### src/rtl/dmx_pkg.sv
// rtl/dmx_pkg.sv - DMX512 shared state type, timing constants and refresh-period lookup
package dmx_pkg;

    typedef enum logic [2:0] {
        ST_IDLE,
        ST_BREAK,
        ST_MAB,
        ST_SLOT,
        ST_WAIT
    } dmx_state_t;

    localparam int PERIOD_W = 20;

    function automatic int bit_clks(input int clk_freq);
        return clk_freq / 250_000;
    endfunction

    function automatic int break_clks(input int clk_freq);
        return (clk_freq / 1000) * 176 / 1000;
    endfunction

    function automatic int mab_clks(input int clk_freq);
        return (clk_freq / 1000) * 12 / 1000;
    endfunction

    function automatic int mtbp_clks(input int clk_freq);
        return bit_clks(clk_freq);
    endfunction

    // Break-to-break period in clocks; 0 means free-run.
    function automatic int refresh_clks(input int clk_freq, input logic [1:0] mode);
        case (mode)
            2'd1:    return clk_freq / 40;
            2'd2:    return (clk_freq + 15) / 30;
            2'd3:    return clk_freq / 20;
            default: return 0;
        endcase
    endfunction

endpackage

### src/rtl/dmx_slot_serializer.sv
// rtl/dmx_slot_serializer.sv - one 11-bit DMX slot (start, 8 data LSB first, 2 stop) and the line flop
module dmx_slot_serializer #(
    parameter int BIT_CLKS = 80
) (
    input  logic       clk,
    input  logic       rst,
    input  logic       load,
    input  logic [7:0] data,
    input  logic       brk_set,
    input  logic       brk_clr,
    output logic       serial_bit,
    output logic       slot_done
);

    localparam int CW = $clog2(BIT_CLKS + 1);

    logic [CW-1:0] bit_cnt;
    logic [3:0]    bit_idx;
    logic [9:0]    shift;
    logic          active;

    // Combinational so the next slot's start bit can begin on the same edge.
    assign slot_done = active && (bit_cnt == CW'(BIT_CLKS - 1)) && (bit_idx == 4'd10);

    always_ff @(posedge clk or posedge rst) begin
        if (rst) begin
            serial_bit <= 1'b1;
            shift      <= '1;
            bit_cnt    <= '0;
            bit_idx    <= '0;
            active     <= 1'b0;
        end else if (brk_set) begin
            serial_bit <= 1'b0;
        end else if (brk_clr) begin
            serial_bit <= 1'b1;
        end else if (load) begin
            serial_bit <= 1'b0;
            shift      <= {2'b11, data};
            bit_cnt    <= '0;
            bit_idx    <= '0;
            active     <= 1'b1;
        end else if (active) begin
            if (bit_cnt == CW'(BIT_CLKS - 1)) begin
                bit_cnt <= '0;
                if (bit_idx == 4'd10) begin
                    active <= 1'b0;
                end else begin
                    serial_bit <= shift[0];
                    shift      <= {1'b1, shift[9:1]};
                    bit_idx    <= bit_idx + 4'd1;
                end
            end else begin
                bit_cnt <= bit_cnt + CW'(1);
            end
        end
    end

endmodule

### src/rtl/dmx_tx_engine.sv
// rtl/dmx_tx_engine.sv - DMX512 packet transmitter: break, MAB, slots and refresh pacing
module dmx_tx_engine
    import dmx_pkg::*;
#(
    parameter int         CLK_FREQ        = 20_000_000,
    parameter int         DMX_BUFFER_SIZE = 8,
    parameter logic [7:0] START_CODE      = 8'h00
) (
    input  logic                         clk,
    input  logic                         rst,
    input  logic [8*DMX_BUFFER_SIZE-1:0] DMX_Data,
    input  logic [9:0]                   N_Of_Bytes,
    input  logic                         TX_EN,
    input  logic [1:0]                   FREQ_MODE,
    output logic                         DMX_Output_Signal,
    output logic                         DE,
    output logic                         Busy,
    output logic                         Packet_Done
);

    localparam int BIT_CLKS   = bit_clks(CLK_FREQ);
    localparam int BREAK_CLKS = break_clks(CLK_FREQ);
    localparam int MAB_CLKS   = mab_clks(CLK_FREQ);
    localparam int MTBP_CLKS  = mtbp_clks(CLK_FREQ);
    localparam int TW         = $clog2(BREAK_CLKS + 1);
    localparam int SW         = $clog2(DMX_BUFFER_SIZE + 1);

    dmx_state_t          state;
    logic [TW-1:0]       tcnt;
    logic [PERIOD_W-1:0] period_cnt;
    logic [SW-1:0]       slot_idx;
    logic [SW-1:0]       n_lat;
    logic [1:0]          mode_lat;
    logic                de_q, busy_q, done_q;

    logic          break_end, mab_end, period_ok, wait_end, last_slot;
    logic          brk_set, ser_load, slot_done;
    logic [7:0]    ser_byte;
    logic [SW-1:0] n_clamped;

    assign break_end = (state == ST_BREAK) && (tcnt == TW'(BREAK_CLKS - 1));
    assign mab_end   = (state == ST_MAB) && (tcnt == TW'(MAB_CLKS - 1));
    assign period_ok = (mode_lat == 2'd0) ||
                       (int'({12'd0, period_cnt}) >= refresh_clks(CLK_FREQ, mode_lat) - 1);
    assign wait_end  = (state == ST_WAIT) && (tcnt == TW'(MTBP_CLKS - 1)) && period_ok;
    assign last_slot = (slot_idx == n_lat);
    assign brk_set   = ((state == ST_IDLE) || wait_end) && TX_EN;
    assign ser_load  = mab_end || ((state == ST_SLOT) && slot_done && !last_slot);
    assign n_clamped = (N_Of_Bytes > 10'(DMX_BUFFER_SIZE)) ? SW'(DMX_BUFFER_SIZE) : SW'(N_Of_Bytes);

    // Slot k+1 carries byte k, read live when its start bit begins.
    always_comb begin
        ser_byte = START_CODE;
        if (state == ST_SLOT) begin
            ser_byte = 8'h00;
            for (int i = 0; i < DMX_BUFFER_SIZE; i++) begin
                if (slot_idx == SW'(i)) ser_byte = DMX_Data[8*i +: 8];
            end
        end
    end

    always_ff @(posedge clk or posedge rst) begin
        if (rst) begin
            state      <= ST_IDLE;
            tcnt       <= '0;
            period_cnt <= '0;
            slot_idx   <= '0;
            n_lat      <= '0;
            mode_lat   <= 2'd0;
            de_q       <= 1'b0;
            busy_q     <= 1'b0;
            done_q     <= 1'b0;
        end else begin
            done_q <= 1'b0;
            if (period_cnt != '1) period_cnt <= period_cnt + PERIOD_W'(1);
            if (brk_set) begin
                state      <= ST_BREAK;
                tcnt       <= '0;
                period_cnt <= '0;
                n_lat      <= n_clamped;
                mode_lat   <= FREQ_MODE;
                de_q       <= 1'b1;
                busy_q     <= 1'b1;
            end else begin
                case (state)
                    ST_IDLE: ;
                    ST_BREAK: begin
                        tcnt <= break_end ? '0 : tcnt + TW'(1);
                        if (break_end) state <= ST_MAB;
                    end
                    ST_MAB: begin
                        tcnt <= mab_end ? '0 : tcnt + TW'(1);
                        if (mab_end) begin
                            state    <= ST_SLOT;
                            slot_idx <= '0;
                        end
                    end
                    ST_SLOT: begin
                        if (slot_done) begin
                            if (last_slot) begin
                                state  <= ST_WAIT;
                                tcnt   <= '0;
                                busy_q <= 1'b0;
                                done_q <= 1'b1;
                            end else begin
                                slot_idx <= slot_idx + SW'(1);
                            end
                        end
                    end
                    ST_WAIT: begin
                        if (wait_end) begin
                            state <= ST_IDLE;
                            de_q  <= 1'b0;
                        end else if (tcnt != TW'(MTBP_CLKS - 1)) begin
                            tcnt <= tcnt + TW'(1);
                        end
                    end
                    default: state <= ST_IDLE;
                endcase
            end
        end
    end

    dmx_slot_serializer #(
        .BIT_CLKS (BIT_CLKS)
    ) u_ser (
        .clk        (clk),
        .rst        (rst),
        .load       (ser_load),
        .data       (ser_byte),
        .brk_set    (brk_set),
        .brk_clr    (break_end),
        .serial_bit (DMX_Output_Signal),
        .slot_done  (slot_done)
    );

    assign DE          = de_q;
    assign Busy        = busy_q;
    assign Packet_Done = done_q;

endmodule
### config.mk
export PLATFORM = sky130hd
export DESIGN_NAME = dmx_tx_engine
export DESIGN_NICKNAME = d
export VERILOG_FILES = /design/src/rtl/dmx_pkg.sv /design/src/rtl/dmx_slot_serializer.sv /design/src/rtl/dmx_tx_engine.sv
export SDC_FILE = /design/constraint.sdc
export NUM_CORES = 1
export LEC_CHECK = 0
export CORE_UTILIZATION = 50
export CTS_BUF_LIST = sky130_fd_sc_hd__clkbuf_8
export DETAILED_ROUTE_END_ITERATION = 10
export DONT_BUFFER_PORTS = 1
export SLEW_MARGIN = 30
export SYNTH_ARGS = -nofsm -noshare
export SYNTH_HDL_FRONTEND = slang
export SYNTH_SLANG_ARGS = --single-unit
export TNS_END_PERCENT = 30
### constraint.sdc
create_clock -name clk -period 4.3 [get_ports clk]
set_input_delay 0.215 -clock clk [delete_from_list [all_inputs] [get_ports clk]]
set_output_delay 0.215 -clock clk [all_outputs]
set_load 0.05 [all_outputs]
**Yosys cells after proc, flatten, opt, wreduce, memory -nomap -nowiden**

Cells that the tools add are included.

- Bits in registers: 71
- Bits of input ports: 79
- Output and inout bits: 4
- Word-level logic and storage cells: 160

- $add $sub $neg: 6
- Magnitude comparators: 2
- Equality and inequality tests: 35
- Mux-type cells: 64
- Bitwise gates (word level): 2
- Reductions and logical operators: 37

Operators with widths:

| operator | count |
|---|---|
| two-way mux 12 bit | 7 |
| two-way mux 8 bit | 9 |
| one-hot mux 20 bit (3 select lines) | 1 |
| one-hot mux 12 bit (4 select lines) | 1 |
| two-way mux 10 bit | 4 |
| two-way mux 20 bit | 2 |
| greater-or-equal comparator 21 x 32 -> 1 bit | 1 |
| two-way mux 4 bit | 8 |
| subtractor 32 x 2 -> 32 bit (second input constant) | 1 |
| two-way mux 1 bit | 21 |
| two-way mux 7 bit | 3 |
| adder 20 x 1 -> 20 bit (second input constant) | 1 |
| != test 20 bit (second input constant) | 1 |
| two-way mux 3 bit | 6 |
| != test 3 bit (second input constant) | 6 |
| nonzero test 2 bit | 9 |
| equality test 4 x 3 -> 1 bit (second input constant) | 4 |
| one-hot mux 3 bit (5 select lines) | 1 |
| AND reduction 5 bit | 3 |
| adder 12 x 1 -> 12 bit (second input constant) | 1 |
| equality test 12 bit (second input constant) | 1 |
| equality test 12 x 7 -> 1 bit (second input constant) | 1 |
| equality test 12 x 8 -> 1 bit (second input constant) | 1 |
| != test 12 x 7 -> 1 bit (second input constant) | 1 |
| 29 further kinds | 52 |

**Longest topological paths before layout**

- Depth in word-level cells: 11
- Depth in mapped cells: 13
- Depth with buffers taken out: 11

**Modules after synthesis**

Synthesis repeated with hierarchy kept, for this count alone.

- Cells, all modules: 579
- Area, all modules: 4957.3 sq um

By module, submodules not included:

| module | instances | cells an instance | area each (sq um) | seq. area each (sq um) |
|---|---|---|---|---|
| dmx_tx_engine | 1 | 468 | 3721.1 | 1201.2 |
| dmx_slot_serializer | 1 | 111 | 1236.2 | 536.8 |

**Least setup slack after synthesis**

OpenSTA, ideal clock, no wires.

- Path type: register -> register
- Start: register mode_lat[0]
- End: register u_ser.bit_idx[0]
- Library setup time: 0.125 ns
- Data arrival time: 2.964 ns
- Data required time: 4.175 ns
- Path slack: 1.211 ns
- Stages on the path, launching flop included: 13
- Path buffers: 1
- Clock period less this slack: 3.089 ns
- Cell sequence: dfrtp_1 inv_1 ha_1 xnor2_1 ha_1 nand4_1 nor4_1 a31oi_1 o31ai_2 nor2_1 buf_2 nand3_2 mux2_2

- Longest elaborated chain between the ends: 10
- Elaborated cells on any way between the ends: 13
- Those cells by class: add/sub: 1; order compare: 1; eq/ne: 3; mux: 1; bitwise: 1; reduce/logical: 6

RTL lines:

| item | line | source |
|---|---|---|
| start: declaration | dmx_tx_engine.sv:33 | `logic [1:0] mode_lat;` |
| start signal: assignment | dmx_tx_engine.sv:69 | `mode_lat <= 2'd0;` |
| start signal: assignment | dmx_tx_engine.sv:81 | `mode_lat <= FREQ_MODE;` |
| equality test 2 bit or equality test 2 x 1 -> 1 bit (tied branches) | dmx_pkg.sv:32 | `case (mode)` |
| one-hot mux 20 bit (3 select lines) | dmx_pkg.sv:32 |  |
| subtractor 32 x 2 -> 32 bit | dmx_tx_engine.sv:44 | `(int'({12'd0, period_cnt}) >= refresh_clks(CLK_FREQ, mode_lat) - 1);` |
| greater-or-equal comparator 21 x 32 -> 1 bit | dmx_tx_engine.sv:44 |  |
| logical OR 1 bit * | dmx_tx_engine.sv:43 | `assign period_ok = (mode_lat == 2'd0) \|\|` |
| logical AND 1 bit * | dmx_tx_engine.sv:45 | `assign wait_end = (state == ST_WAIT) && (tcnt == TW'(MTBP_CLKS - 1)) && period_ok;` |
| logical OR 1 bit * | dmx_tx_engine.sv:47 | `assign brk_set = ((state == ST_IDLE) \|\| wait_end) && TX_EN;` |
| logical AND 1 bit * | dmx_tx_engine.sv:47 |  |
| NOT 1 bit (no line) * | - |  |
| AND reduction 5 bit (no line) * | - |  |
| end signal: assignment | dmx_slot_serializer.sv:50 | `bit_idx <= bit_idx + 4'd1;` |
| end: declaration | dmx_slot_serializer.sv:18 | `logic [3:0] bit_idx;` |

Mark *: on every way between the ends. The rest lies on a longest branch, timed or not.
A chain may end at the register's enable or synchronous reset.

**Worst setup path after layout**

- Start: register mode_lat[0]
- End: register mode_lat[0]

- Longest elaborated chain between the ends: 8
- Elaborated cells on any way between the ends: 11
- Those cells by class: add/sub: 1; order compare: 1; eq/ne: 3; mux: 1; reduce/logical: 5

RTL lines:

| item | line |
|---|---|
| equality test 2 bit or equality test 2 x 1 -> 1 bit (tied branches) | dmx_pkg.sv:32 |
| one-hot mux 20 bit (3 select lines) | dmx_pkg.sv:32 |
| subtractor 32 x 2 -> 32 bit | dmx_tx_engine.sv:44 |
| greater-or-equal comparator 21 x 32 -> 1 bit | dmx_tx_engine.sv:44 |
| logical OR 1 bit * | dmx_tx_engine.sv:43 |
| logical AND 1 bit * | dmx_tx_engine.sv:45 |
| logical OR 1 bit * | dmx_tx_engine.sv:47 |
| logical AND 1 bit * | dmx_tx_engine.sv:47 |

Marked as above.

==> run_results.csv <==
group,metric,value,unit
synthesis,synthDistinctLibCells,68,
sta,fin_crit,3680,ps
sta,finalHoldViolCount,0,
synthesis,seq_area_frac_synth,35.5,%
sta,period_share,85.6,%
global_routing,overflow,0,
pwr,fin_total_pwr,2.56,mW
synthesis,syn_avg_cell_area,8.63,sq um
synthesis,synth-main-ff-cell,"dfrtp_1",
sta,worst_slew_pin_slew,794,ps
synthesis,syn-instance-count,567,
sta,rsz0062_at_grt,"false",
synthesis,synth.cell_area,4890,sq um
sta,tns,0,ps
clock_network,htreeDepth,3,
route,dr.pass1.iters,5,
route,wl_per_cell,16.8,microns
clock_network,insertion_delay,360,ps
global_routing,grt_pass1_wl,19200,microns
final_layout,final_common_cell,"nand2_1",
synthesis,ys_warn_count,0,
final_layout,syn2layout_area_growth,7.32,%
pwr,ir_drop,0.313,mV
floorplanning,die_h,101,microns
critical_path,critPathMaxFanout,23,
synthesis,synth-async-reset-ratio,100,%
synthesis,synth_edf_count,0,
final_layout,final_cell_mix,"63 x nand2_1, 60 x dfrtp_1, 49 x nor2_1",
global_routing,antenna_found_initial,0,
place,dp_slack,602,ps
floorplanning,core_area,9370,sq um
synthesis,synth-seq-cells,69,
critical_path,startpoint_type,"flop",
global_routing,grt_max_degree,46,
clock_network,cts_buffers,9,
clock_network,cts.clk_slew.worst_paths,80,ps
sta,postLayoutSetupSlackWorst,617,ps
floorplanning,dieArea,10200,sq um
worst_hold_path,hold_path.class,"primary input to flop",
route,drtAntennaViolNets,0,
place,dp_hpwl,8650,microns
route,drc,0,
floorplanning,io_pins,83,
global_routing,gr-usage-all-layers,24.3,%
clock_network,cts_sinks,69,
clock_network,cts_tree,"done",
final_layout,diodes,0,
floorplanning,row_count,35,
final_layout,drive_gt1_share,9.17,%
route,drt_wl_total,11700,microns
global_routing,grt_pass1_vias,3919,
sta,drv_slew,0,
sta,finalClockSkew,13.7,ps
critical_path,path_class,"flop to flop",
clock_network,post_cts_buffers,0,
critical_path,crit_arrival,3910,ps
route,drt_iter0_drc,153,
clock_network,clock_path_buffers,2,
sta,fmax,0.272,GHz
route,via_count,4095,
final_layout,fillCellCount,897,
critical_path,cp-end-kind,"flop",
clock_network,cts_resized,0,
place,place.gp.congestion,0.849,
place,port_buffers,0,
pwr,p_leak,2.28,nW
pwr,powerDensity,489,nW/um^2
critical_path,required,4530,ps
sta,slew_headroom,46.9,%
sta,report.final.setup_viol,0,
floorplanning,die_x,101,microns
clock_network,cts_root_buf,"clkbuf_8",
route,vias_per_cell,5.88,
run_status,status,"finished, final reports clean",
floorplanning,initial_core_util,52.2,%
final_layout,final_nets,673,
synthesis,synth_fp_nets,678,
run,cap_violations,0,
-- timing repair --
action | CTS | global route
endpoints found under the setup margin | 0 | 0
hold endpoints to repair | 29 | 0
hold buffers | 6 | 0
-- logic make-up (layout without fill, tap and decap cells) --
family	after synthesis	in the layout	synth area share, %
multiplexers	16	16	3.84
AND/OR/NAND/NOR	242	242	25.6
buffers and inverters	60	60	5.07
AO/OA/AOI/OAI	120	120	16.8
XOR/XNOR	27	27	4.99
flip-flops	69	69	35.5
other	1	1	0.0767
adder cells (fa/ha/maj)	32	32	8.19
-- path summary, 6_finish.rpt --
kind | from | end | slack (ps) | cells past startpoint
max | mode_lat[0]$_DFFE_PP0N_ | mode_lat[0]$_DFFE_PP0N_ | 620 | 11
min | N_Of_Bytes[6] | n_lat[2]$_DFFE_PP0N_ | 90 | 3
max reg2reg | mode_lat[0]$_DFFE_PP0N_ | mode_lat[0]$_DFFE_PP0N_ | 620 | 11
min reg2reg | u_ser.shift[7]$_DFFE_PP1P_ | u_ser.shift[7]$_DFFE_PP1P_ | 470 | 2
max in group asynchronous | rst | u_ser.shift[2]$_DFFE_PP1P_ | 2950 | 3
min in group asynchronous | rst | tcnt[7]$_DFFE_PP0P_ | 360 | 2
-- through the flow --
stage / hold WS (ps) / area [sq um] / instances / util (%)
floorplan: 332 / 4890 / 567 / -
global placement: 169 / 4970 / 674 / 53.1
detailed placement: 172 / 4970 / 674 / 53.1
CTS: 81.4 / 5250 / 696 / 56.0
global route: 115 / 5250 / 696 / 56.0
finish: 91.9 / 5250 / 696 / 56.0
-- sequential cells by signal, indices dropped and copies added (netlist names) --
| name | cells |
|---|---|
| state | 3 |
| u_ser.bit_idx | 4 |
| DE | 1 |
| Packet_Done | 1 |
| u_ser.shift | 8 |
| Busy | 1 |
| tcnt | 12 |
| n_lat | 4 |
| slot_idx | 4 |
| u_ser.serial_bit | 1 |
| u_ser.active | 1 |
| mode_lat | 2 |
| u_ser.bit_cnt | 7 |
| period_cnt | 20 |
-- synth_stat cells, types with 7 or more instances --
cell type	count	area (sq um)
and3_1	10	62.6
nor2_1	49	184
o221ai_1	9	78.8
xor2_1	15	131
nand3_1	24	120
a21oi_1	29	145
nand3b_1	8	60.1
inv_1	30	113
clkbuf_1	19	71.3
a22oi_1	8	60.1
a211oi_1	7	52.6
nand2_1	63	236
o21ai_0	19	95.1
or3_1	17	106
dfstp_2	9	236
nor3_1	11	55.1
nand4_1	17	106
o31ai_1	13	97.6
mux2_2	11	124
dfrtp_1	60	1500
xnor2_1	11	96.3
ha_1	32	400
-- critical path, cell delays in order, from the launching register on --
cell	delay, ps
dfrtp_1	450
inv_1	140
ha_1	280
xnor2_1	170
ha_1	320
nand4_1	130
nor4_1	460
a31oi_1	210
o31ai_2	360
or2_1	540
buf_4	380
o21ai_0	110
-- layout make-up --
type / count / area (sq um) / share of cell area (%)
Tap cell: 129 / 161 / 3.08
Clock buffer: 9 / 124 / 2.36
Multi-Input combinational cell: 438 / 2910 / 55.4
Timing Repair Buffer: 13 / 113 / 2.15
Clock inverter: 7 / 91.3 / 1.74
Inverter: 31 / 116 / 2.22
Sequential cell: 69 / 1740 / 33.1
-- routing by layer --
layer	global-route usage (%)	vias up	share of wire [%]
met5	0	-	0
met4	8.58	0	2.0
met3	4.30	19	3.9
met2	41.7	111	49
met1	30.7	1928	45
li1	-	2037	-
-- report_power, final --
part           switching, mW  internal (mW)  total [mW]
Combinational          0.496          0.389       0.885
Clock                  0.264          0.324       0.588
Sequential             0.269          0.822        1.09
No activity file was read; power rests on OpenSTA's default activity.
